**src/rtl/out_stream_buffer_pkg.sv**
```systemverilog
// Shared constants for the result-stream path from the processing core
// to the downstream consumer.
package out_stream_buffer_pkg;

    localparam int OSB_DATA_W = 14;
    localparam int OSB_DEPTH  = 16;

    typedef enum logic [1:0] {
        PUSH_NONE = 2'b00,
        PUSH_MID  = 2'b01,
        PUSH_LAST = 2'b11
    } push_kind_e;

endpackage

```
**src/rtl/sync_fifo.sv**
```systemverilog
// Single-clock first-word-fall-through FIFO with occupancy counter.
// Push and pop in the same cycle both take effect, even when full.
module sync_fifo #(
    parameter int WIDTH = 15,
    parameter int DEPTH = 16
) (
    input  logic                     i_clk,
    input  logic                     i_rst_n,
    input  logic                     i_push,
    input  logic [WIDTH-1:0]         i_wdata,
    input  logic                     i_pop,
    output logic [WIDTH-1:0]         o_rdata,
    output logic                     o_full,
    output logic                     o_empty,
    output logic [$clog2(DEPTH):0]   o_level
);

    localparam int AW = $clog2(DEPTH);
    localparam logic [AW:0]   LVL_ONE  = 1;
    localparam logic [AW:0]   LVL_FULL = DEPTH[AW:0];
    localparam logic [AW-1:0] PTR_ONE  = 1;

    logic [WIDTH-1:0] r_mem [DEPTH];
    logic [AW-1:0]    r_wptr;
    logic [AW-1:0]    r_rptr;
    logic [AW:0]      r_level;
    logic             w_do_push;
    logic             w_do_pop;

    assign o_full    = (r_level == LVL_FULL);
    assign o_empty   = (r_level == '0);
    assign o_level   = r_level;
    assign o_rdata   = r_mem[r_rptr];
    assign w_do_pop  = i_pop & ~o_empty;
    assign w_do_push = i_push & (~o_full | w_do_pop);

    always_ff @(posedge i_clk) begin
        if (w_do_push) begin
            r_mem[r_wptr] <= i_wdata;
        end
    end

    always_ff @(posedge i_clk or negedge i_rst_n) begin
        if (!i_rst_n) begin
            r_wptr  <= '0;
            r_rptr  <= '0;
            r_level <= '0;
        end else begin
            if (w_do_push) r_wptr <= r_wptr + PTR_ONE;
            if (w_do_pop)  r_rptr <= r_rptr + PTR_ONE;
            case ({w_do_push, w_do_pop})
                2'b10:   r_level <= r_level + LVL_ONE;
                2'b01:   r_level <= r_level - LVL_ONE;
                default: r_level <= r_level;
            endcase
        end
    end

endmodule

```
**src/rtl/out_stream_buffer.sv**
```systemverilog
// Frames core result words: a one-word stage delays each push until the
// next word or the op-ready rising edge tells whether it is the last.
module out_stream_buffer
    import out_stream_buffer_pkg::*;
#(
    parameter int DATA_W = OSB_DATA_W,
    parameter int DEPTH  = OSB_DEPTH
) (
    input  logic                     i_clk,
    input  logic                     i_rst_n,
    input  logic                     i_out_valid,
    input  logic [DATA_W-1:0]        i_out_data,
    input  logic                     i_op_ready,
    output logic                     o_m_valid,
    output logic [DATA_W-1:0]        o_m_data,
    output logic                     o_m_last,
    input  logic                     i_m_ready,
    output logic [$clog2(DEPTH):0]   o_level,
    output logic                     o_overflow
);

    logic              r_stage_v;
    logic [DATA_W-1:0] r_stage_d;
    logic              r_op_q;
    logic              r_armed;
    logic              r_overflow;
    logic              w_edge;
    push_kind_e        w_kind;
    logic              w_push;
    logic              w_pop;
    logic              w_full;
    logic              w_empty;
    logic [DATA_W:0]   w_rdata;

    // r_armed blocks a level that is already high at reset release
    // from looking like a fresh edge.
    assign w_edge = r_armed & i_op_ready & ~r_op_q;

    always_comb begin
        w_kind = PUSH_NONE;
        if (r_stage_v && w_edge) begin
            w_kind = PUSH_LAST;
        end else if (r_stage_v && i_out_valid) begin
            w_kind = PUSH_MID;
        end
    end

    assign w_push = (w_kind != PUSH_NONE);
    assign w_pop  = o_m_valid & i_m_ready;

    always_ff @(posedge i_clk or negedge i_rst_n) begin
        if (!i_rst_n) begin
            r_stage_v  <= 1'b0;
            r_stage_d  <= '0;
            r_op_q     <= 1'b0;
            r_armed    <= 1'b0;
            r_overflow <= 1'b0;
        end else begin
            r_op_q  <= i_op_ready;
            r_armed <= 1'b1;
            if (i_out_valid) begin
                r_stage_v <= 1'b1;
                r_stage_d <= i_out_data;
            end else if (w_edge) begin
                r_stage_v <= 1'b0;
            end
            if (w_push && w_full && !w_pop) begin
                r_overflow <= 1'b1;
            end
        end
    end

    sync_fifo #(
        .WIDTH (DATA_W + 1),
        .DEPTH (DEPTH)
    ) u_fifo (
        .i_clk   (i_clk),
        .i_rst_n (i_rst_n),
        .i_push  (w_push),
        .i_wdata ({w_kind == PUSH_LAST, r_stage_d}),
        .i_pop   (w_pop),
        .o_rdata (w_rdata),
        .o_full  (w_full),
        .o_empty (w_empty),
        .o_level (o_level)
    );

    assign o_m_valid  = ~w_empty;
    assign o_m_data   = w_rdata[DATA_W-1:0];
    assign o_m_last   = w_rdata[DATA_W];
    assign o_overflow = r_overflow;

endmodule

```
**config.mk**
```make
export PLATFORM = sky130hd
export DESIGN_NAME = out_stream_buffer
export DESIGN_NICKNAME = d
export VERILOG_FILES = /design/src/rtl/out_stream_buffer_pkg.sv /design/src/rtl/sync_fifo.sv /design/src/rtl/out_stream_buffer.sv
export SDC_FILE = /design/constraint.sdc
export NUM_CORES = 1
export LEC_CHECK = 0
export BUFFER_PORTS_ARGS = -buffer_cell sky130_fd_sc_hd__buf_2
export CAP_MARGIN = 40
export CORE_UTILIZATION = 50
export CTS_CLUSTER_SIZE = 14
export DETAILED_ROUTE_END_ITERATION = 16
export PLACE_DENSITY = 0.67
export SETUP_SLACK_MARGIN = 0.15
export SLEW_MARGIN = 20
export SYNTH_ARGS = -nofsm -noshare
export SYNTH_HDL_FRONTEND = slang
export SYNTH_SLANG_ARGS = --single-unit
```
**constraint.sdc**
```tcl
create_clock -name i_clk -period 3.3 [get_ports i_clk]
set_clock_uncertainty 0.05 [all_clocks]
set_input_delay 0.33 -clock i_clk [delete_from_list [all_inputs] [get_ports i_clk]]
set_output_delay 0.33 -clock i_clk [all_outputs]
set_load 0.01 [all_outputs]
```
After elaboration in Yosys (flattened, before gate mapping) --
Memories as Yosys holds them, arrays and structs flattened. Index checks and enable logic that the tools add are counted.
Storage, ports and cells: memory bits (writable) 240, output and inout port bits 22, memories kept 1, flip-flop bits (word level) 31
Memories:
- u_fifo.r_mem | words 16, bits a word 15, read ports 1, clocked after memory_dff 0, wr ports 1, line sync_fifo.sv:23 | logic [WIDTH-1:0] r_mem [DEPTH];
Operators by class: equality and inequality tests 4, reductions and logical operators 9, add/sub/neg operators 4, multiplexer cells 7, bitwise logic cells 9
Operators with widths (count):
- case mux 5 bit (2 select lines) | 1
- adder 4 x 1 -> 4 bit (second input constant) | 2
- nonzero test 2 bit | 3
- adder 5 x 1 -> 5 bit (second input constant) | 1
- AND 1 bit | 5
- == test 5 bit (second input constant) | 1
- zero test 5 bit | 1
- two-way mux 1 bit | 5
- subtractor 5 x 1 -> 5 bit (second input constant) | 1
- == test 2 bit (second input constant) | 2
- logical AND 1 bit | 4
- inverter 1 bit | 3
- == test 2 x 1 -> 1 bit (second input constant) | 1
- two-way mux 2 bit | 1
- zero test 1 bit | 1
- OR 1 bit | 1

Longest topological paths before layout --
depth in word-level cells 8, mapped depth 8

Hierarchy --
Synthesis repeated with hierarchy kept, for this count alone.
Unflattened totals: cells, all modules 528, area, all modules 10672.7 um^2
Modules (own cells, without submodules):
- sync_fifo | times used 1, cells an instance 482, area each 9937.0 um^2
- out_stream_buffer | times used 1, cells an instance 46, area each 735.7 um^2

Least setup slack after synthesis --
No wires, ideal clock.
path kind register to register, start point register r_op_q, end point memory u_fifo.r_mem[3][0] (enable), path slack 494 ps, library setup time 406 ps, data arrival time 2350 ps, path buffers 0, required time 2844 ps, cell stages (with the launch flop) 6, path through dfrtp_1 > and3b_2 > o21ai_1 > a31oi_2 > nand2_1 > nor3_1
On the way: word-level cells in the longest chain between the ends 8
RTL lines:
- from (decl) | line out_stream_buffer.sv:24 | logic r_op_q;
- from (signal assigned) | line out_stream_buffer.sv:59 | r_op_q <= i_op_ready;
- inverter 1 bit | line out_stream_buffer.sv:37 | assign w_edge = r_armed & i_op_ready & ~r_op_q;
- AND 1 bit | line out_stream_buffer.sv:37
- logical AND 1 bit | line out_stream_buffer.sv:41 | if (r_stage_v && w_edge) begin
- two-way mux 2 bit | line out_stream_buffer.sv:41
- nonzero test 2 bit | line out_stream_buffer.sv:48 | assign w_push = (w_kind != PUSH_NONE);
- AND 1 bit | line sync_fifo.sv:35 | assign w_do_push = i_push & (~o_full | w_do_pop);
- two-way mux 1 bit | line sync_fifo.sv:38 | if (w_do_push) begin
- two-way mux 1 bit (not written as such) | line sync_fifo.sv:39 | r_mem[r_wptr] <= i_wdata;
- to (decl) | line sync_fifo.sv:23
Every way passes these cells.

Worst setup path after layout --
start point register u_fifo.r_rptr[0], end point output port o_m_data[12]
On the way: word-level cells in the longest chain between the ends 1
RTL lines:
- from (decl) | line sync_fifo.sv:25 | logic [AW-1:0] r_rptr;
- from (signal assigned) | line sync_fifo.sv:50 | if (w_do_pop) r_rptr <= r_rptr + PTR_ONE;
- memory read (16 x 15 bit)
- to (decl) | line out_stream_buffer.sv:15 | output logic [DATA_W-1:0] o_m_data,
Every way passes these cells.

==> results.py <==
metrics = {
    "run_status": {
        "status": "complete, but fails checks",
        "violations": "DRC",
    },
    "timing": {
        "timing.fmax_mhz": 342,
        "final-setup-viol-count": 0,
        "totalNegativeSetupSlack_ps": 0,
        "slew_headroom_pct": 57.9,
        "fin_crit_ps": 2920,
        "timing.final.hold_violations": 0,
        "fin_crit_sh_pct": 88.6,
        "setup_repair_after_global_routing_missed_its_margin": "no",
        "max_slew.worst_pin.slew_ps": 628,
        "drv_slew": 0,
    },
    "clock_tree": {
        "cts_inserted_buffers": 27,
        "worstSkewPairLatency_ps": 520,
        "tritoncts_clock_tree": "yes",
        "cts.sinks": 271,
        "root_buffer": "sky130_fd_sc_hd__clkbuf_16",
        "cts_buffer_depth": 3,
        "clkTransAtPathRegs_ps": 60,
        "cts_htree_levels": 1,
    },
    "final_layout": {
        "most_common_cell_after_layout_fill_and_taps_aside": "sky130_fd_sc_hd__edfxtp_1",
        "mostFrequentLayoutCells": "sky130_fd_sc_hd__edfxtp_1, sky130_fd_sc_hd__mux4_2, sky130_fd_sc_hd__buf_2, sky130_fd_sc_hd__buf_4, sky130_fd_sc_hd__dfrtp_1",
        "post_layout_net_count": 593,
        "areaGrowthSynthToFinish_pct": 16.6,
        "final-instance-count-excl-fill": 862,
        "antennaDiodeCount": 0,
        "post_route_cells_drive_above_1_share_pct": 34.4,
    },
    "critical_path": {
        "worstReg2RegEnd": "u_fifo.o_level[1]$_DFFE_PN0P_",
        "crit_fanout": 10,
        "crit_path_max_incr_delay_ps": 610,
        "crit_required_ps": 2920,
        "path_delay_family": "multiplexers",
        "timing.critical_path.slowest_stage_cell": "sky130_fd_sc_hd__mux4_1",
        "setup.worst_path.class": "reg -> out",
        "reg2regPathDepth": 8,
        "cp_data_arrival_time_ps": 2540,
        "rrSetupSlack_ps": 580,
        "worstPathBufferInverterCount": 2,
        "timing.rr.start": "u_fifo.o_level[1]$_DFFE_PN0P_",
        "chain_of_cells_forming_the_critical_path": "buf_4, mux4_1, mux4_2, buf_2",
        "endpoint_kind": "output pin",
        "startpoint_type": "flop",
    },
    "floorplanning": {
        "rows": 53,
        "floorplan.io_pins": 41,
        "die-height_um": 148,
        "fp.dieW_um": 148,
        "initial_utilization_pct": 50.9,
        "core_area_um2": 21000,
        "die-area_um2": 22000,
    },
    "grt": {
        "grt_overflow_total": 0,
        "all_layer_gr_usage_pct": 20.0,
        "grt_max_degree": 50,
        "grt_first_pass_wirelength_mm": 31.8,
        "grt_pass1_vias": 5140,
        "grt_antenna_before_repair": 0,
    },
    "synthesis": {
        "synth_ff_type": "sky130_fd_sc_hd__edfxtp_1",
        "synthArstFlopShare_pct": 11.4,
        "synth_sequential_area_ratio_pct": 74.7,
        "post_synth.cell_area_avg_um2": 22.6,
        "count_of_synthesis_stage_warnings_from_yosys": 0,
        "yosys_register_bits": 271,
        "synth-edff-count": 240,
        "postSynthNetCount": 497,
        "post_synthesis_instance_total": 472,
        "syn_area_um2": 10700,
        "post_synth_num_cell_types": 45,
    },
    "drt": {
        "detail_route.wirelength_mm": 21.0,
        "drt-pass1-iter-count": 11,
        "drt_iter0_drcs": 387,
        "routed-via-count": 5022,
        "post_drt_via_cell_ratio": 5.83,
        "drt_drc_violations_left": 2,
        "post_drt_wl_per_cell_um": 24.3,
        "count_of_antenna_violating_nets_left_after_detailed_routing": 0,
    },
    "power_and_ir_drop": {
        "power.leakage_nw": 4.29,
        "irDropWorstVdd_mv": 0.394,
        "power_per_cell_area_nw_per_um2": 833,
    },
    "placement": {
        "place_hpwl_mm": 12.2,
        "placement.io_buffers": 40,
        "placer_congestion": 0.783,
        "placed_cells": 796,
    },
    "hold_path": {
        "class_of_the_most_critical_hold_timing_path": "in -> reg",
        "holdPathEnd": "r_stage_d[4]$_DFFE_PN0P_",
        "worstHoldPathCells": 2,
        "worst_hold_path_startpoint": "i_out_data[4]",
    },
    "job": {
        "max_cap_viol_count": 0,
    },
}
report_power, final:
group	switching, mW	total (mW)	internal (mW)	leakage (nW)
logic	1.30	2.77	1.47	1.29
registers	0.367	4.57	4.20	2.53
clock network	1.20	3.05	1.84	0.460
total	2.87	10.4	7.52	4.29
worst max path at each step:
stage                                             start                            end  cells past startpoint
after CTS                  u_fifo.r_rptr[0]$_DFFE_PN0P_                    o_m_data[0]                      4
after global placement    u_fifo.o_level[1]$_DFFE_PN0P_  u_fifo.o_level[1]$_DFFE_PN0P_                      8
after global routing       u_fifo.r_rptr[0]$_DFFE_PN0P_                   o_m_data[12]                      4
after floorplan                        r_op_q$_DFF_PN0_   u_fifo.r_mem[3][0]$_DFFE_PP_                      5
final                      u_fifo.r_rptr[0]$_DFFE_PN0P_                   o_m_data[12]                      4
after detailed placement  u_fifo.o_level[1]$_DFFE_PN0P_  u_fifo.o_level[1]$_DFFE_PN0P_                      8
cells by family (layout without fill, tap and decap cells):
logic type	Yosys count	count (layout)	synth area share (%)
AND/OR/NAND/NOR	50	50	2.48
adder cells (fa/ha/maj)	6	6	0.702
AO/OA/AOI/OAI	16	16	1.15
flip-flops	271	271	74.7
buffers and inverters	28	143	1.90
multiplexers	90	90	18.2
other	1	1	0.0351
XOR/XNOR	10	10	0.819
registers in the layout, indices dropped and copies added, names as in the netlist:
| name | count |
|---|---|
| r_armed | 1 |
| r_stage_d | 14 |
| u_fifo.r_wptr | 4 |
| u_fifo.o_level | 5 |
| r_op_q | 1 |
| u_fifo.r_rptr | 4 |
| o_overflow | 1 |
| r_stage_v | 1 |
| u_fifo.r_mem | 240 |
layer usage:
layer | GRT usage (%) | up-vias | wire length, um
met2 | 33.1 | 194 | 10500
met3 | 3.53 | 35 | 1360
met5 | 0 | - | 0
met1 | 27.6 | 2618 | 8730
met4 | 5.77 | 0 | 409
li1 | - | 2175 | -
per-stage QoR:
stage	hold slack (ps)	worst slack [ps]	cell area, um2	total power, mW	util (%)
finish	20.5	377	12500	10.4	59.3
global route	1.64	296	12500	10.8	59.3
CTS	10.6	152	12400	10.4	59.1
detailed placement	402	635	11400	7.40	54.1
global placement	404	746	11300	7.29	54.0
floorplan	-15.6	494	10700	6.53	-
synth_stat cells (all sizes together) (2+ instances only):
cell type,count,share of area (%)
ha,6,0.70
a21oi,3,0.14
nand2b,3,0.18
buf,18,1.3
nand2,12,0.42
o21ai,4,0.22
clkbuf,5,0.36
xnor2,9,0.74
dfrtp,31,7.3
nor3,6,0.28
edfxtp,240,67
nand4,3,0.18
mux4,75,17
and2,2,0.12
nor2,16,0.59
nor4,4,0.37
mux2,14,1.5
inv,3,0.11
what timing repair did:
item | CTS | global route
endpoints found under the setup margin | 0 | 8
hold buffers | 13 | 0
buffers inserted | 0 | 4
endpoints found under the hold margin | 43 | 0
gates resized for setup | 0 | 0
final cells by class:
cell class | count | area [um2]
well taps | 275 | 344
multi-input cells | 173 | 2520
repair buffers | 91 | 686
clock buffers | 37 | 803
fillers | 1462 | 8560
clock inverters | 11 | 104
inverters | 4 | 15.0
flip-flops and latches | 271 | 7990
(Power assumes the default switching activity.)
